## src/rtl/tcb_lib_logsize2byteena_split.sv

```systemverilog
// Log-size to byte-enable converter for a half-duplex TCB bus. Requests that cross a
// data-word boundary are either split into two manager beats (read data merged) or rejected.
module tcb_lib_logsize2byteena_split #(
   parameter  int unsigned AW    = 32,
   parameter  int unsigned BEN   = 4,
   parameter  int unsigned DLY   = 1,
   parameter  bit          SPLIT = 1'b1,
   localparam int unsigned MAX   = $clog2(BEN),
   localparam int unsigned SW    = $clog2(MAX+1)
)(
   input  logic            clk,
   input  logic            rst_n,
   // subordinate side: log-size, LSB-aligned data
   input  logic            sub_vld,
   output logic            sub_rdy,
   input  logic            sub_wen,
   input  logic [AW-1:0]   sub_adr,
   input  logic [SW-1:0]   sub_siz,
   input  logic [8*BEN-1:0] sub_wdt,
   output logic [8*BEN-1:0] sub_rdt,
   output logic            sub_sts,
   // manager side: byte enables, lane-positioned data
   output logic            man_vld,
   input  logic            man_rdy,
   output logic            man_wen,
   output logic [AW-1:0]   man_adr,
   output logic [BEN-1:0]  man_ben,
   output logic [8*BEN-1:0] man_wdt,
   input  logic [8*BEN-1:0] man_rdt,
   input  logic            man_sts
);

   typedef enum logic {FIRST, SECOND} state_t;

   typedef struct packed {
      logic           vld;
      logic           fst;  // first beat of a split: capture only
      logic           spl;  // last beat of a split: merge with buffer
      logic           err;
      logic [MAX-1:0] off;
   } tag_t;

   state_t             state;
   tag_t               tag_q [DLY];
   tag_t               push;
   tag_t               tag_out;
   logic [8*BEN-1:0]   rdt_buf;
   logic               sts_buf;

   logic [MAX-1:0]     off;
   logic [MAX-1:0]     rel;
   logic [MAX-1:0]     idx;
   logic [MAX+1:0]     len;
   logic [MAX+1:0]     lim;
   logic               legal;
   logic               mis;
   logic               rej;
   logic               man_hs;
   logic               rej_hs;
   logic [BEN-1:0]     ful;
   logic [BEN-1:0]     lo_mask;
   logic [AW-1:0]      adr_aln;
   logic [8*BEN-1:0]   mrg;

   // request decode and lane mapping
   always_comb begin
      // NOTE: every variable gets a default before any branch, so no latch is inferred.
      rel     = '0;
      ful     = '0;
      lo_mask = '0;
      man_wdt = '0;
      off     = sub_adr[MAX-1:0];
      len     = (MAX+2)'(1) << sub_siz;
      lim     = (MAX+2)'(off) + len;
      legal   = (sub_siz <= SW'(MAX));
      mis     = legal && (lim > (MAX+2)'(BEN));
      rej     = !legal || (mis && !SPLIT);
      adr_aln = {sub_adr[AW-1:MAX], {MAX{1'b0}}};
      for (int i = 0; i < BEN; i++) begin
         rel                = MAX'(i) - off;
         ful[i]             = ((MAX+2)'(rel) < len);
         lo_mask[i]         = (MAX'(i) < off);
         man_wdt[8*i +: 8]  = sub_wdt[8*rel +: 8];
      end
   end

   // beat control; outputs are forced quiet while reset is asserted
   always_comb begin
      man_wen = sub_wen;
      man_vld = 1'b0;
      sub_rdy = 1'b0;
      man_adr = sub_adr;
      man_ben = ful;
      rej_hs  = 1'b0;
      if (rst_n) begin
         if (state == SECOND) begin
            man_vld = sub_vld;
            man_adr = adr_aln + AW'(BEN);
            man_ben = ful & lo_mask;
            sub_rdy = man_rdy;
         end else if (rej) begin
            sub_rdy = 1'b1;
            rej_hs  = sub_vld;
         end else if (mis) begin
            man_vld = sub_vld;
            man_adr = adr_aln;
            man_ben = ful & ~lo_mask;
         end else begin
            man_vld = sub_vld;
            sub_rdy = man_rdy;
         end
      end
      man_hs   = man_vld && man_rdy;
      push     = '0;
      push.vld = man_hs || rej_hs;
      push.fst = man_hs && (state == FIRST) && mis;
      push.spl = man_hs && (state == SECOND);
      push.err = rej_hs;
      push.off = off;
   end

   assign tag_out = tag_q[DLY-1];

   // NOTE: sequential state uses non-blocking assignments only, so every flop sees pre-edge values.
   always_ff @(posedge clk or negedge rst_n) begin
      if (!rst_n) begin
         state <= FIRST;
         // NOTE: the tag line is reset so that no response can surface from a discarded split.
         for (int k = 0; k < DLY; k++) tag_q[k] <= '0;
         rdt_buf <= '0;
         sts_buf <= 1'b0;
      end else begin
         if (man_hs) state <= push.fst ? SECOND : FIRST;
         tag_q[0] <= push;
         for (int k = 1; k < DLY; k++) tag_q[k] <= tag_q[k-1];
         if (tag_out.vld && tag_out.fst) begin
            rdt_buf <= man_rdt;
            sts_buf <= man_sts;
         end
      end
   end

   // response merge and rotation back to LSB alignment
   always_comb begin
      sub_rdt = '0;
      sub_sts = 1'b0;
      idx     = '0;
      mrg     = man_rdt;
      for (int i = 0; i < BEN; i++) begin
         if (tag_out.spl && (MAX'(i) >= tag_out.off)) mrg[8*i +: 8] = rdt_buf[8*i +: 8];
      end
      if (tag_out.vld && !tag_out.fst) begin
         if (tag_out.err) begin
            sub_sts = 1'b1;
         end else begin
            for (int j = 0; j < BEN; j++) begin
               idx                = MAX'(j) + tag_out.off;
               sub_rdt[8*j +: 8]  = mrg[8*idx +: 8];
            end
            sub_sts = man_sts | (tag_out.spl & sts_buf);
         end
      end
   end

endmodule

```

## config.mk

```make
export PLATFORM = sky130hd
export DESIGN_NAME = tcb_lib_logsize2byteena_split
export DESIGN_NICKNAME = d
export VERILOG_FILES = /design/src/rtl/tcb_lib_logsize2byteena_split.sv
export SDC_FILE = /design/constraint.sdc
export NUM_CORES = 1
export LEC_CHECK = 0
export CAP_MARGIN = 25
export CORE_UTILIZATION = 38
export DETAILED_ROUTE_END_ITERATION = 6
export GPL_ROUTABILITY_DRIVEN = 0
export PLACE_DENSITY = 0.84
export SLEW_MARGIN = 20
export SYNTH_ARGS = -nofsm -noshare
export SYNTH_HDL_FRONTEND = slang
export SYNTH_SLANG_ARGS = --single-unit
```

## constraint.sdc

```tcl
create_clock -name clk -period 4.02 [get_ports clk]
set_input_delay 0.804 -clock clk [delete_from_list [all_inputs] [get_ports clk]]
set_output_delay 0.804 -clock clk [all_outputs]
set_load 0.02 [all_outputs]
```

==> metrics.md <==
| Metric | Value |
|---|---|
| # DRC | `0` |
| Crit-path slowest cell | `clkdlybuf4s50_1` |
| Internal power | `1.11 mW` |
| Count leader, synth | `mux2i_1` |
| Clock Tree Buf Depth | `2` |
| Leak | `2.79 nW` |
| Routed WL | `13800 microns` |
| Hold crit path type | `reg2reg` |
| Critical Path AT | `3.12 ns` |
| WP data required | `3.22 ns` |
| Peak supply drop | `0.204 mV` |
| Rows | `38` |
| Nets | `741` |
| Fmax | `255 MHz` |
| Main flop type after synthesis | `dfrtp_1` |
| Crit path top cell by count | `buf_4` |
| Min Tclk post-route | `3.92 ns` |
| Grt ovf | `0` |
| Max_slew headroom | `58.5%` |
| First-pass GRT wire length | `21000 microns` |
| Metal-1 WL | `5100 microns` |
| I/O pin total | `208` |
| Count of final setup violators | `0` |
| Vias in the first global route | `4351` |
| Crit. End Element | `output port` |
| DR vias | `4279` |
| DR pass1 iterations | `4` |
| Crit-path cells | `clkdlybuf4s50_1 -> nor2_2 -> ha_1 -> fa_1 -> xnor2_2 -> a21oi_2 -> nor3b_2 -> buf_4 -> a221oi_2 -> buf_4` |
| Clk network pwr share | `24.1%` |
| CTS tree | `yes` |
| Post-Syn Instances | `412` |
| Net Switching | `532 uW` |
| Top sig layer | `met4` |
| YS warnings | `0` |
| Initial antenna violation count | `0` |
| Area of the core | `0.0109 sq mm` |
| Largest net degree at the start of global routing | `52` |
| Max Fanout on Critical Path | `5` |
| PD cells | `243 mW/mm^2` |
| RSZ-0062 raised after global routing | `no` |
| Post-Syn Area | `0.00431 sq mm` |
| Buffers on Ports | `205` |
| Worst-Skew Late Latency | `0.28 ns` |
| Post-synth cell types | `45` |
| Worst hold slack | `0.498 ns` |
| Die span in x | `109 microns` |
| EDFF count, synth | `0` |
| Outcome | `complete, no violations` |
| Cts bufs inserted | `5` |
| Clk root buf | `clkbuf_16` |
| Kind of critical path | `in2out` |
| Synth area leader | `dfrtp_1` |
| Initial Util | `39.5%` |
| Async SR Flop Fraction | `100%` |
| Final Cycle Share | `97.5%` |
| DR WL/cell | `18.0 microns` |
| Hold Fails Final Rpt | `0` |
| Setup Skew | `0.00215 ns` |
| Die area | `0.0118 sq mm` |
| Switch share | `32.5%` |
| Synthesized area per cell | `10.5 sq um` |
| Synth top area share | `23.2%` |
| Vias per cell | `5.60` |
| Comb pwr share | `46.2%` |
| Slew Viols, Final | `0` |
| Share of cells above drive strength 1 | `19.1%` |
| Setup TNS | `0 ns` |
| Layout area overhead | `56.4%` |
| Yosys reg bits | `40` |
| Tot GR Track Use | `22.9%` |
| Antenna viol nets, final | `0` |
| DIE HEIGHT | `109 microns` |
| Worst-Margin Slew | `0.622 ns` |
| Clk pin slew, worst setup/hold paths | `0.06 ns` |
| Drt first-iter violations | `154` |
| Met2 wire length | `7140 microns` |
| Sequential fraction of design power | `29.6%` |
| CTS H-Tree Depth | `2` |
| Net count after synthesis | `532` |
| Post-DP HPWL | `11100 microns` |
| Sequential area share after synthesis | `23.2%` |
| Worst path max stage delay | `0.56 ns` |
| CP startpoint kind | `primary input` |
| Top cells by count, synth | `mux2i_1 (43), dfrtp_1 (40), mux2_2 (35)` |
| Synth top area cells | `dfrtp_1 (23%), mux4_2 (17%), mux2i_1 (10%)` |
| Clock sink total | `40` |
| Max_cap viols | `0` |
| Met3 wire length | `1230 microns` |
| Final core utilization | `61.7%` |
[cell type report]
class	instances	area, sq um
antenna	2	5.00
clock buffer	8	146
fill	901	4190
inverter	11	41.3
multi-input combinational	333	3160
sequential	40	1000
tap	140	175
timing repair buffer	230	2220
[power groups by stage]
stage / registers (mW) / logic (mW) / clock network (mW)
after floorplan: 0.477 / 0.402 / 0
after global placement: 0.488 / 0.739 / 0
after detailed placement: 0.492 / 0.756 / 0
after CTS: 0.485 / 0.758 / 0.407
after global routing: 0.492 / 0.804 / 0.424
final: 0.485 / 0.757 / 0.395
[final timing paths]
path / from / to / slack (ns) / depth (start not counted)
setup / recovery: sub_siz[0] / man_ben[0] / 0.1 / 10
hold / removal: rdt_buf[28] / rdt_buf[28] / 0.50 / 1
setup reg to reg: state / state / 2.65 / 4
hold reg to reg: rdt_buf[28] / rdt_buf[28] / 0.50 / 1
max in group asynchronous: rst_n / rdt_buf[30] / 2.94 / 2
min in group asynchronous: rst_n / tag_out[1] / 0.67 / 2
[timing repair]
action                     CTS  global route
setup endpoints to repair    6            10
buffers inserted             1             0
hold buffers                 0             0
gates resized for setup     13            13
cloned                       0             0
pin swaps                    1             2
[per-layer routing]
metal  track usage (%)  vias to the layer above
li1                  -                     1981
met1              25.7                     2100
met2              41.3                      178
met3              6.87                       20
met4              7.34                        0
met5                 0                        -
[cells by family (layout without fill, tap and decap cells)]
group | count (synthesis) | count (layout) | synth area share [%]
compound gates | 62 | 62 | 11.2
xor+xnor | 30 | 30 | 6.26
fa+ha+maj | 16 | 16 | 4.81
buf+inv | 39 | 249 | 4.06
flops | 40 | 40 | 23.2
mux | 110 | 110 | 35.8
other cells | 0 | 2 | 0
simple gates | 115 | 115 | 14.6
[layout by cell type (no fill, tap or decap), types with 7 or more instances in the layout]
| cell type | count |
|---|---|
| a22o_1 | 32 |
| mux4_2 | 32 |
| ha_1 | 15 |
| xnor2_1 | 24 |
| nand2_1 | 26 |
| nor2b_1 | 9 |
| nand3_1 | 12 |
| clkdlybuf4s50_1 | 195 |
| dfrtp_1 | 40 |
| a21oi_1 | 11 |
| o31a_1 | 7 |
| mux2_2 | 35 |
| nor3_1 | 8 |
| inv_1 | 10 |
| and2_1 | 8 |
| mux2i_1 | 43 |
| buf_4 | 25 |
| nor2_1 | 21 |
[registers in the layout, indices dropped and copies added, names as in the netlist]
register and cells:
state 1, rdt_buf 32, tag_out 6, sts_buf 1
[metrics by stage]
stage                     area, sq um  setup slack [ns]  std cells  power (mW)
after global placement           6580            -0.174        753        1.23
after global routing             6740           0.00803        762        1.72
after detailed placement         6580            -0.265        753        1.25
after floorplan                  4320             0.119        412       0.879
final                            6750            0.0998        764        1.64
after CTS                        6740            0.0231        762        1.65
[critical path, delay by kind of cell]
| kind | cells | cell delay, ns |
|---|---|---|
| AND/OR/NAND/NOR | 2 | 0.37 |
| buffers and inverters | 3 | 0.93 |
| AO/OA/AOI/OAI | 2 | 0.14 |
| adder cells (fa/ha/maj) | 2 | 0.65 |
| XOR/XNOR | 1 | 0.22 |
Power figures use the tool's default switching activity.
